## config.mk

```make
export PLATFORM = sky130hd
export DESIGN_NAME = pll_lock_sequencer
export DESIGN_NICKNAME = d
export VERILOG_FILES = /design/src/rtl/pll_lock_sequencer.sv
export SDC_FILE = /design/constraint.sdc
export NUM_CORES = 1
export LEC_CHECK = 0
export ABC_CLOCK_PERIOD_IN_PS = 2100
export CORE_MARGIN = 4
export CORE_UTILIZATION = 55
export CTS_BUF_LIST = sky130_fd_sc_hd__clkbuf_4
export CTS_CLUSTER_DIAMETER = 50
export DETAILED_ROUTE_END_ITERATION = 8
export PLACE_DENSITY = 0.83
export SETUP_SLACK_MARGIN = 0.05
export SYNTH_ARGS = -nofsm -noshare
export SYNTH_HDL_FRONTEND = slang
export SYNTH_SLANG_ARGS = --single-unit
```

## constraint.sdc

```tcl
create_clock -name i_clk -period 2.1 [get_ports i_clk]
set_input_delay 0.42 -clock i_clk [delete_from_list [all_inputs] [get_ports i_clk]]
set_output_delay 0.42 -clock i_clk [all_outputs]
set_load 0.02 [all_outputs]
```

## src/rtl/pll_lock_sequencer.sv

```systemverilog
// PLL reset/lock sequencer, clocked from the PLL reference oscillator.
// Pulses the PLL RESET pin, waits for LOCK, requires LOCK to stay stable
// before releasing the system reset, re-runs the PLL on timeout or lock loss,
// and goes to a sticky FAULT after MAX_RETRIES failed lock attempts.
// Optional feature macro: LOCK_LOSS_COUNT_EN builds the saturating
// lock-loss counter; without it o_lock_loss_count is tied to zero.
module pll_lock_sequencer #(
  parameter int SYNC_STAGES    = 2,
  parameter int PLL_RST_CYCLES = 16,
  parameter int TIMEOUT_CYCLES = 270000,
  parameter int STABLE_CYCLES  = 1024,
  parameter int MAX_RETRIES    = 7
) (
  input  logic       i_clk,
  input  logic       i_reset,
  input  logic       i_pll_lock,
  output logic       o_pll_rst,
  output logic       o_sys_rst,
  output logic       o_locked,
  output logic       o_fault,
  output logic [7:0] o_lock_loss_count
);

  // One shared counter serves every timed state, so size it for the longest.
  localparam int MAX_A   = (PLL_RST_CYCLES > TIMEOUT_CYCLES) ? PLL_RST_CYCLES : TIMEOUT_CYCLES;
  localparam int MAX_CYC = (MAX_A > STABLE_CYCLES) ? MAX_A : STABLE_CYCLES;
  localparam int CNT_W   = (MAX_CYC > 1) ? $clog2(MAX_CYC) : 1;

  localparam logic [CNT_W-1:0] RST_LAST = CNT_W'(PLL_RST_CYCLES - 1);
  localparam logic [CNT_W-1:0] TO_LAST  = CNT_W'(TIMEOUT_CYCLES - 1);
  localparam logic [CNT_W-1:0] STB_LAST = CNT_W'(STABLE_CYCLES - 1);
  localparam logic [7:0]       RETRY_LIM = 8'(MAX_RETRIES);

  typedef enum logic [2:0] {
    S_PLL_RESET,
    S_WAIT_LOCK,
    S_STABILIZE,
    S_RUN,
    S_FAULT
  } state_t;

  state_t                 r_state;
  state_t                 w_state_nxt;
  logic [CNT_W-1:0]       r_cnt;
  logic [CNT_W-1:0]       w_cnt_nxt;
  logic [7:0]             r_retries;
  logic [7:0]             w_retries_nxt;
  logic [SYNC_STAGES-1:0] r_sync;
  logic                   w_lock_s;

  logic r_pll_rst, r_sys_rst, r_locked, r_fault;
  logic w_pll_rst_nxt, w_sys_rst_nxt, w_locked_nxt, w_fault_nxt;

  // LOCK is asynchronous to the oscillator: bring it in through a flop chain.
  always_ff @(posedge i_clk) begin
    if (i_reset) r_sync <= '0;
    else         r_sync <= {r_sync[SYNC_STAGES-2:0], i_pll_lock};
  end

  assign w_lock_s = r_sync[SYNC_STAGES-1];

  // Next-state, counter and retry updates.
  always_comb begin
    w_state_nxt   = r_state;
    w_cnt_nxt     = r_cnt;
    w_retries_nxt = r_retries;
    case (r_state)
      S_PLL_RESET: begin
        if (r_cnt == RST_LAST) begin
          w_state_nxt = S_WAIT_LOCK;
          w_cnt_nxt   = '0;
        end else begin
          w_cnt_nxt = r_cnt + CNT_W'(1);
        end
      end
      S_WAIT_LOCK: begin
        if (w_lock_s) begin
          // Lock seen wins over a timeout landing on the same cycle.
          w_state_nxt = S_STABILIZE;
          w_cnt_nxt   = '0;
        end else if (r_cnt == TO_LAST) begin
          w_retries_nxt = r_retries + 8'd1;
          w_cnt_nxt     = '0;
          w_state_nxt   = (w_retries_nxt == RETRY_LIM) ? S_FAULT : S_PLL_RESET;
        end else begin
          w_cnt_nxt = r_cnt + CNT_W'(1);
        end
      end
      S_STABILIZE: begin
        if (!w_lock_s) begin
          // A dropout before release is a glitch: restart the lock wait.
          w_state_nxt = S_WAIT_LOCK;
          w_cnt_nxt   = '0;
        end else if (r_cnt == STB_LAST) begin
          w_state_nxt   = S_RUN;
          w_cnt_nxt     = '0;
          w_retries_nxt = '0;
        end else begin
          w_cnt_nxt = r_cnt + CNT_W'(1);
        end
      end
      S_RUN: begin
        if (!w_lock_s) begin
          w_state_nxt   = S_PLL_RESET;
          w_cnt_nxt     = '0;
          w_retries_nxt = '0;
        end
      end
      S_FAULT: begin
        w_state_nxt = S_FAULT;
      end
      default: begin
        w_state_nxt   = S_PLL_RESET;
        w_cnt_nxt     = '0;
        w_retries_nxt = '0;
      end
    endcase
  end

  // Moore decode of the next state so the registered outputs move with it.
  always_comb begin
    w_pll_rst_nxt = 1'b0;
    w_sys_rst_nxt = 1'b1;
    w_locked_nxt  = 1'b0;
    w_fault_nxt   = 1'b0;
    case (w_state_nxt)
      S_PLL_RESET: w_pll_rst_nxt = 1'b1;
      S_RUN: begin
        w_sys_rst_nxt = 1'b0;
        w_locked_nxt  = 1'b1;
      end
      S_FAULT:     w_fault_nxt = 1'b1;
      default:     ;
    endcase
  end

  // State, counters and output registers; reset beats every transition.
  always_ff @(posedge i_clk) begin
    if (i_reset) begin
      r_state   <= S_PLL_RESET;
      r_cnt     <= '0;
      r_retries <= '0;
      r_pll_rst <= 1'b1;
      r_sys_rst <= 1'b1;
      r_locked  <= 1'b0;
      r_fault   <= 1'b0;
    end else begin
      r_state   <= w_state_nxt;
      r_cnt     <= w_cnt_nxt;
      r_retries <= w_retries_nxt;
      r_pll_rst <= w_pll_rst_nxt;
      r_sys_rst <= w_sys_rst_nxt;
      r_locked  <= w_locked_nxt;
      r_fault   <= w_fault_nxt;
    end
  end

  assign o_pll_rst = r_pll_rst;
  assign o_sys_rst = r_sys_rst;
  assign o_locked  = r_locked;
  assign o_fault   = r_fault;

`ifdef LOCK_LOSS_COUNT_EN
  logic [7:0] r_lock_loss_count;
  logic       w_loss_evt;

  assign w_loss_evt = (r_state == S_RUN) && !w_lock_s;

  // Saturating count of lock drops observed while running.
  always_ff @(posedge i_clk) begin
    if (i_reset)                                   r_lock_loss_count <= 8'd0;
    else if (w_loss_evt && r_lock_loss_count != 8'hFF) r_lock_loss_count <= r_lock_loss_count + 8'd1;
  end

  assign o_lock_loss_count = r_lock_loss_count;
`else
  assign o_lock_loss_count = 8'd0;
`endif

endmodule
```

**Word-level counts from Yosys, hierarchy flattened**

Cells that the tools add are included.

- Logic and storage cells: 57
- Input bits: 3
- Output and inout bits: 12
- Register bits after elaboration: 36

- Equality and inequality tests: 15
- $add $sub $neg: 2
- Bitwise operators: 2
- Reduce and logical (&&, ||, !) cells: 5
- Multiplexer cells: 25

Operators by type and width:

| cell | count |
|---|---|
| two-way mux 19 bit | 6 |
| case mux 19 bit (5 select lines) | 1 |
| two-way mux 8 bit | 5 |
| case mux 8 bit (4 select lines) | 1 |
| two-way mux 3 bit | 7 |
| adder 19 x 1 -> 19 bit (second input constant) | 1 |
| == test 19 x 10 -> 1 bit (second input constant) | 1 |
| == test 19 bit (second input constant) | 1 |
| == test 19 x 4 -> 1 bit (second input constant) | 1 |
| case mux 3 bit (5 select lines) | 1 |
| != test 2 bit (second input constant) | 5 |
| == test 3 x 2 -> 1 bit (second input constant) | 3 |
| adder 8 x 1 -> 8 bit (second input constant) | 1 |
| == test 8 x 3 -> 1 bit (second input constant) | 1 |
| == test 3 bit (second input constant) | 2 |
| zero test 3 bit | 2 |
| AND reduction 6 bit | 1 |
| two-way mux 1 bit | 4 |
| == test 3 x 1 -> 1 bit (second input constant) | 1 |
| NOT 1 bit | 2 |
| AND reduction 2 bit | 1 |
| OR reduction 2 bit | 1 |

**Depth between registers and ports, before layout**

Gate-level depths: netlist of the first run.

- Word-level depth: 8
- Mapped depth: 7
- Depth with buffers taken out: 7

**Worst setup path before layout of the first run**

OpenSTA, ideal clock, no wires.

- Path type: register to register
- From: register r_cnt[0]
- To: register r_cnt[13]
- Data required time: 1.985 ns
- Clock period less this slack: 2.171 ns
- Library setup time: 0.115 ns
- Arrival time: 2.056 ns
- Cell stages (with the launch flop): 8
- Path buffers: 1
- Path slack: -0.071 ns
- Cells stage by stage: dfxtp_1 ha_1 nand3_1 nor4_4 a211oi_2 o41ai_4 buf_6 nor2_1

- Word-level cells in the longest chain between the ends: 4
- Elaborated cells on any way between the ends: 10
- Those cells by class: add/sub: 1; eq/ne: 3; mux: 6

Ends and longest elaborated chain:

| element | RTL line | source |
|---|---|---|
| from (decl) | 44 | `logic [CNT_W-1:0] r_cnt;` |
| from (signal assigned) | 149 | `r_cnt <= w_cnt_nxt;` |
| adder 19 x 1 -> 19 bit, or another cell as far along | 73, 86, 99 |  |
| two-way mux 19 bit, on equally long branches | 94, 81 |  |
| two-way mux 19 bit, on equally long branches | 90, 77 |  |
| case mux 19 bit (5 select lines) * | 67 | `case (r_state)` |

Mark *: on every way between the ends. The rest lies on a longest branch, timed or not.
A chain may end at the register's enable or synchronous reset.

**Worst setup path after layout of the first run**

- From: register r_cnt[12]
- To: register r_cnt[10]

- Word-level cells in the longest chain between the ends: 4
- Elaborated cells on any way between the ends: 9
- Those cells by class: eq/ne: 3; mux: 6

Ends and longest elaborated chain:

| element | RTL line |
|---|---|
| == test 19 x 10 -> 1 bit or == test 19 bit (tied branches) | 94, 81 |
| two-way mux 19 bit, on equally long branches | 94, 81 |
| two-way mux 19 bit, on equally long branches | 90, 77 |
| case mux 19 bit (5 select lines) * | 67 |

Marked as above.

==> impl_summary.txt, run 1 <==
----------------------------------------------------
[Run status]
  Outcome ... finished, violations left
  Violated checks ... negative setup slack

[Critical path]
  Critical path's slowest cell ... or4_4
  CP arrival ... about 2.4 ns
  Endpoint of the worst register-to-register path ... r_cnt[10]
  Crit path capture type ... register
  Worst R2R Path Depth ... 7
  Destination of the critical timing path ... r_cnt[10]
  Required time at the worst-slack endpoint ... 2.34 ns
  Critical path cell sequence ... or4_4 -> nor4_4 -> a31oi_4 -> o41ai_4 -> buf_4 -> clkbuf_16 -> nor2_1
  Maximum cell stage delay along the critical path ... 0.58 ns
  Nature of the critical path startpoint ... register
  Setup crit start ... r_cnt[12]
  Crit Reg-Reg Startpoint ... r_cnt[12]
  Setup CP Type ... register to register
  Critical Path Fanout Max ... 8
  Register-to-register setup slack ... -0.02 ns

[Placed design]
  Routability congestion estimate from global placement ... around 0.86
  Placed Cells incl. Taps ... 310
  Count of input and output buffers ... 6
  Total half-perimeter wirelength after legalization and detailed placement ... approximately 3500 um

[Final layout]
  Fraction of layout instances using a drive strength above 1 ... 0.307
  Multi-input gate area in the final layout ... 0.00133 sq mm
  Number of antenna cells inserted ... 0
  Register area ... between 700 and 800 sq um
  Post-layout nets ... between 200 and 300
  Area growth from synthesis to layout ... 24.7%
  Util after Layout ... 0.739
  Final Instance Count excl. Fillers ... 323
  Fillcell total ... around 260

[Die]
  Number of rows in the core area ... 21
  Die extent in x ... about 70 um
  Vert. Die Dim ... between 60 and 70 um
  I/O pin count ... 15
  Starting density of the core ... 0.593
  Floorplan Core Area ... 0.00347 sq mm
  Die ar. ... roughly 0.0048 sq mm

[Pwr]
  Max rail drop VDD ... 0.000391 V
  P_leak ... 0.923 nW
  Pwr/cell area ... 431 mW/mm^2
  Power consumption ... 1.10 mW

[STA]
  Final critical-path required period ... 2.12 ns
  Final worst path period share ... 1.01
  Setup violations, final ... 10
  Final Hold Violating Endpoints ... 0
  Relative slew slack ... 0.590
  Pin slew with the least headroom to its limit ... 0.607 ns
  Post-Route Skew ... 0.0106 ns
  Highest clock rate ... 472 MHz
  Setup repair after global routing missed its margin ... true
  Min setup slack post-route ... -0.0196 ns
  Number of slew-limit violations in the final report ... 0
  Hold Slack ... roughly 0.46 ns

[Detailed routing]
  Drt first-iter violations ... 240
  Router iterations before antenna repair ... 4
  ANT nets after route ... 0
  Per-cell via count in the routed design ... around 5.9
  DRC Markers ... 0
  Detailed-route wire length per cell ... 15.5 um
  Wire length reported by the detailed router ... 5020 um
  Via count ... 1,908

[Synthesis]
  Flop and latch count out of synthesis ... 36
  Sequential area share after synthesis ... 0.351
  Leading register cell type out of synthesis ... dfxtp_1
  Most numerous cell in the Yosys netlist ... dfxtp_1
  Mapped cell area ... slightly above 0.002 sq mm
  Syn_area_per_cell ... 8.60 sq um
  Yosys top cell area share ... 0.351
  Ranking of synthesized cells by instance count ... dfxtp_1 (36), nor2_1 (26), nand2_1 (15)
  Cell type contributing the most total cell area after synthesis ... dfxtp_1
  Synth warn ... 0
  Top cells by area, synth ... dfxtp_1 (35%), xnor2_1 (5.5%), nor2_1 (4.7%), nand3_1 (3.2%), nor4_1 (3.0%)
  Cell count after synthesis ... ~240
  Share of synthesized flip-flops with an asynchronous set or reset ... 0
  Number of enable flip-flop cells after synthesis ... 0
  Unique cell type count in the Yosys netlist ... 54

[Worst hold path]
  Kind of path behind the tightest hold check ... register to register

[Global routing]
  GRT Total Usage ... 0.208
  Wire length of the first global-routing pass ... 8190 um
  Grt total ovfl ... 0
  Number of global-route vias before repair ... 1,773
  Number of antenna violations at the first check in global routing ... 0
  Largest net degree at the start of global routing ... 18

[CTS]
  CTS clock-pin slew for the worst setup and hold paths ... 0.11 ns
  Clock insertion delay at the later pin of the skew report ... around 0.34 ns
  Root Buffer Master ... clkbuf_4
  Total number of clock tree sinks ... 36
  Number of clock buffers inserted by TritonCTS ... 5
  Maximum count of clock buffers along a single path ... 2
  Deepest level of the CTS H-tree ... 2
  Clock tree from TritonCTS ... done
  Hold buffer count at CTS ... 0

[Job]
  Reported max-cap violation count ... 0

----------------------------------------------------
-- worst min path at each step --
stage / startpoint / endpoint / slack, ns / cells past startpoint
after CTS: r_sync[0] / r_sync[1] / 0.45 / 1
after global placement: r_sync[0] / r_sync[1] / 0.42 / 1
after floorplan: r_sync[0] / r_sync[1] / 0.41 / 1
after detailed placement: r_sync[0] / r_sync[1] / 0.44 / 1
after global routing: r_sync[0] / r_sync[1] / 0.48 / 1
final: r_sync[0] / r_sync[1] / 0.46 / 1
-- stage by stage --
step | setup slack [ns] | setup TNS (ns) | instance area (sq um)
finish | -0.0196 | -0.0513 | 2560
global route | -0.100 | -1.81 | 2560
CTS | -0.0177 | -0.0750 | 2470
detailed placement | -0.188 | -0.403 | 2350
global placement | 0.00600 | 0 | 2350
floorplan | 0.0268 | 0 | 2120
-- cell usage in the layout (no fill, tap or decap), types with 2 or more instances in the layout --
| master | instances |
|---|---|
| a211oi_2 | 2 |
| a21oi_1 | 4 |
| a21oi_2 | 3 |
| and2_1 | 3 |
| and3_1 | 2 |
| buf_4 | 36 |
| clkbuf_4 | 5 |
| clkdlybuf4s50_1 | 6 |
| clkinv_1 | 2 |
| conb_1 | 8 |
| dfxtp_1 | 28 |
| dfxtp_2 | 8 |
| ha_1 | 3 |
| inv_1 | 7 |
| mux2i_1 | 2 |
| nand2_1 | 15 |
| nand3_1 | 12 |
| nand4_1 | 9 |
| nor2_1 | 26 |
| nor2b_1 | 5 |
| nor3_1 | 4 |
| nor4_1 | 10 |
| nor4_4 | 2 |
| o211ai_1 | 2 |
| o21ai_0 | 5 |
| o311ai_1 | 3 |
| o31ai_1 | 2 |
| o41ai_1 | 2 |
| o41ai_2 | 2 |
| or2_2 | 2 |
| or3_1 | 2 |
| or3_4 | 2 |
| or3b_4 | 2 |
| or4_4 | 4 |
| xnor2_1 | 13 |
| xor2_1 | 7 |
-- sequential cells by signal, indices dropped and copies added (netlist names) --
name and flops:
r_sync 2, r_state 3, o_locked 1, o_fault 1, o_sys_rst 1, o_pll_rst 1, r_retries 8, r_cnt 19
-- cells by family after synthesis --
| logic type | share of synthesized area |
|---|---|
| AOI/OAI and AO/OA | 0.144 |
| muxes | 0.00974 |
| other | 0.00182 |
| DFF | 0.351 |
| buffers and inverters | 0.0834 |
| xor gates and xnor gates | 0.0852 |
| and+or+nand+nor | 0.307 |
| adders and majority gates | 0.0183 |
-- layer usage --
layer / part of all wire / track usage
met2: 0.48 / 0.339
met3: 0.066 / 0.0523
met4: 0.024 / 0.0868
met1: 0.43 / 0.260
met5: 0 / 0
-- cell type report --
type / count / share of cell area
Sequential cell: 36 / 0.285
Tap cell: 46 / 0.0225
Inverter: 7 / 0.0103
Clock buffer: 5 / 0.0146
Clock inverter: 2 / 0.00293
Multi-Input combinational cell: 183 / 0.518
Timing Repair Buffer: 44 / 0.146
-- power breakdown --
| group | internal (mW) | switching, mW | leakage (nW) |
|---|---|---|---|
| combinational | 0.0281 | 0.0408 | 0.602 |
| clock | 0.117 | 0.225 | 0.0261 |
| sequential | 0.689 | 0.00410 | 0.295 |
-- repair_timing --
action | 4_1_cts | 5_1_grt
cloned | 0 | 1
setup endpoints to repair | 26 | 29
pin swaps | 6 | 8
resized for setup | 15 | 17
setup buffers | 3 | 2
-- worst max-delay path, delay by kind of cell, from the launching register on --
family	cells	cell delay, ns
and+or+nand+nor	3	0.87
DFF	1	0.33
AOI/OAI and AO/OA	2	0.47
buffers and inverters	2	0.34
No activity file was read; power rests on OpenSTA's default activity.
==> run 2: changes to the inputs <==
--- a/config.mk
+++ b/config.mk
@@ -5,13 +5,13 @@
 export SDC_FILE = /design/constraint.sdc
 export NUM_CORES = 1
 export LEC_CHECK = 0
-export ABC_CLOCK_PERIOD_IN_PS = 2100
+export ABC_CLOCK_PERIOD_IN_PS = 2610
 export CORE_MARGIN = 4
-export CORE_UTILIZATION = 55
+export CORE_UTILIZATION = 65
 export CTS_BUF_LIST = sky130_fd_sc_hd__clkbuf_4
 export CTS_CLUSTER_DIAMETER = 50
 export DETAILED_ROUTE_END_ITERATION = 8
-export PLACE_DENSITY = 0.83
+export PLACE_DENSITY = 0.92
 export SETUP_SLACK_MARGIN = 0.05
 export SYNTH_ARGS = -nofsm -noshare
 export SYNTH_HDL_FRONTEND = slang
==> constraint.sdc (replaced) <==
create_clock -name i_clk -period 2.61 [get_ports i_clk]
set_input_delay 0.522 -clock i_clk [delete_from_list [all_inputs] [get_ports i_clk]]
set_output_delay 0.522 -clock i_clk [all_outputs]
set_load 0.02 [all_outputs]
==> impl_summary.txt, run 2 (synthesis results as in run 1) <==
----------------------------------------------------
[STA]
  Final worst path period share ... 0.896 (-0.113)
  Post-Route Skew ... 0.00799 ns (-0.00263 ns)
  Min setup slack post-route ... 0.271 ns (+0.290 ns)
  Relative slew slack ... 0.525 (-0.0645)
  Highest clock rate ... 427 MHz (-9.4%)
  Final Hold Violating Endpoints ... 0 (unchanged)
  Final critical-path required period ... 2.34 ns (+0.220 ns)
  Pin slew with the least headroom to its limit ... 0.708 ns (+0.101 ns)
  Setup repair after global routing missed its margin ... false
  Number of slew-limit violations in the final report ... 0 (unchanged)
  Setup violations, final ... 0 (-10)
  Setup TNS ... 0 ns (+0.0513 ns)

[CTS]
  CTS clock-pin slew for the worst setup and hold paths ... 0.10 ns (about the same)
  Root Buffer Master ... clkbuf_4
  Total number of clock tree sinks ... 36 (unchanged)
  Clock tree from TritonCTS ... done
  Resized cells post-CTS ... 0 (-15)
  Deepest level of the CTS H-tree ... 2 (unchanged)
  Maximum count of clock buffers along a single path ... 2 (unchanged)
  Hold buffer count at CTS ... 0 (unchanged)
  Clock insertion delay at the later pin of the skew report ... 0.34 ns (about the same)
  Number of clock buffers inserted by TritonCTS ... 5 (unchanged)

[Critical path]
  Setup CP Type ... register to register
  Required time at the worst-slack endpoint ... 2.85 ns (+0.51 ns)
  CP arrival ... 2.58 ns (+0.22 ns)
  Nature of the critical path startpoint ... register
  Crit path capture type ... register
  Critical Path Fanout Max ... 14 (+6)

[Placed design]
  Total half-perimeter wirelength after legalization and detailed placement ... 2800 um (-19%)
  Count of input and output buffers ... 6 (unchanged)
  Minimum setup slack after placement ... 0.193 ns (+0.381 ns)
  Routability congestion estimate from global placement ... 0.868 (+1.4%)

[Global routing]
  Grt total ovfl ... 0 (unchanged)
  GRT Total Usage ... 0.212 (+0.00401)
  Number of global-route vias before repair ... 1,526 (-14%)
  Largest net degree at the start of global routing ... 18 (unchanged)
  Wire length of the first global-routing pass ... 6970 um (-15%)
  Number of antenna violations at the first check in global routing ... 0 (unchanged)

[Pwr]
  Switching share of power ... 0.216 (-0.0290)
  Pwr/cell area ... 449 mW/mm^2 (+4.2%)
  NetSw ... 0.210 mW (-22%)
  Cell-internal power ... 0.762 mW (-8.6%)
  Max rail drop VDD ... 0.000457 V (+17%)
  Register share of total power ... 0.577 (-0.051)
  Logic gate share of total power ... 0.038 (-0.024)
  P_leak ... 0.711 nW (-23%)
  Clock share of power ... 0.385 (+0.075)

[Die]
  I/O pin count ... 15 (unchanged)
  Number of rows in the core area ... 20 (-4.8%)
  Floorplan Core Area ... 0.00303 sq mm (-13%)
  Die extent in x ... 64.2 um (-7.1%)
  Die ar. ... 0.00413 sq mm (-14%)
  Starting density of the core ... 0.679 (+0.0862)
  Vert. Die Dim ... 64.2 um (-7.1%)

[Final layout]
  Post-layout nets ... 250 (-12%)
  Commonest cells after routing, fill and taps aside ... dfxtp_1 (36), nor2_1 (26), nand2_1 (15)
  Fraction of layout instances using a drive strength above 1 ... 0.106 (-0.201)
  Largest registers ... r_cnt x19, r_retries x8, r_state x3
  Multi-input gate area in the final layout ... 0.00119 sq mm (-10%)
  Register area ... 721 sq um (-1.4%)
  Register bank with the most flops ... r_cnt
  Area growth from synthesis to layout ... 5.30%
  Number of antenna cells inserted ... 0 (unchanged)
  Most frequent standard cell in the layout excluding fill and tap cells ... dfxtp_1
  Fillcell total ... 248 (-3.1%)
  Max reg flops ... 19 (unchanged)

[Detailed routing]
  Drt first-iter violations ... 143 (-40%)
  Router iterations before antenna repair ... 5 (+1)
  Wire length reported by the detailed router ... 4040 um (-20%)
  Via count ... 1,768 (-7.3%)
  ANT nets after route ... 0 (unchanged)
  DRC Markers ... 0 (unchanged)
  Per-cell via count in the routed design ... 6.12 (+3.6%)
  Detailed-route wire length per cell ... 14.0 um (-10%)

[Run status]
  Outcome ... completed

[Job]
  Reported max-cap violation count ... 0 (unchanged)

[Worst hold path]
  Kind of path behind the tightest hold check ... register to register

----------------------------------------------------
run 2: cell types whose count changed in the layout (fill, tap and decap cells not counted), moves of 4 or more:
cell,before,now
buf_4,36,5
dfxtp_1,28,36
dfxtp_2,8,0
o311ai_0,0,4
run 2: layout make-up:
type                            count  area share
Inverter                            7      0.0121
Sequential cell                    36       0.333
Multi-Input combinational cell    183       0.550
Clock inverter                      3      0.0173
Clock buffer                        5      0.0173
Tap cell                           44      0.0254
Timing Repair Buffer               11      0.0451
run 2: path summary, 6_finish.rpt:
kind | cells past startpoint | start | slack, ns | endpoint
max reg2reg | 6 | r_cnt[10] | 0.27 | r_retries[2]
min | 1 | r_sync[0] | 0.44 | r_sync[1]
min reg2reg | 1 | r_sync[0] | 0.44 | r_sync[1]
max | 6 | r_cnt[10] | 0.27 | r_retries[2]
run 2: what timing repair did:
item                                   in CTS  in global routing
setup buffers                               0                  1
endpoints found under the hold margin       0                  0
setup endpoints to repair                   0                  6
run 2: routing by layer:
metal	global-route usage	wire length, um
met5	0	0
met4	0.0976	78
met3	0.0475	294
met2	0.323	1860
met1	0.284	1800
run 2: metrics by stage:
step | power, mW | cells | hold WS [ns] | area [sq um] | utilization
after global placement | 0.609 | 280 | 0.418 | 2080 | 0.688
after CTS | 0.980 | 288 | 0.450 | 2160 | 0.712
final | 0.972 | 289 | 0.445 | 2160 | 0.715
after global routing | 1.02 | 289 | 0.478 | 2160 | 0.715
after detailed placement | 0.610 | 280 | 0.424 | 2080 | 0.688
after floorplan | 0.611 | 246 | 0.414 | 2080 | -
run 2: critical path, stage by stage, from the launching register on:
cell and delay [ns]:
dfxtp_1 0.38, or4_1 0.60, nor3_1 0.30, a2111oi_1 0.13
buf_4 0.20, or3_1 0.40, o41ai_1 0.23
run 2: power groups by stage:
stage	Sequential, mW	Combinational (mW)	Clock (mW)
3_5_place_dp	0.573	0.0372	0
3_3_place_gp	0.572	0.0366	0
4_1_cts	0.560	0.0373	0.383
6_report	0.560	0.0374	0.374
5_1_grt	0.561	0.0410	0.416
2_1_floorplan	0.570	0.0401	0
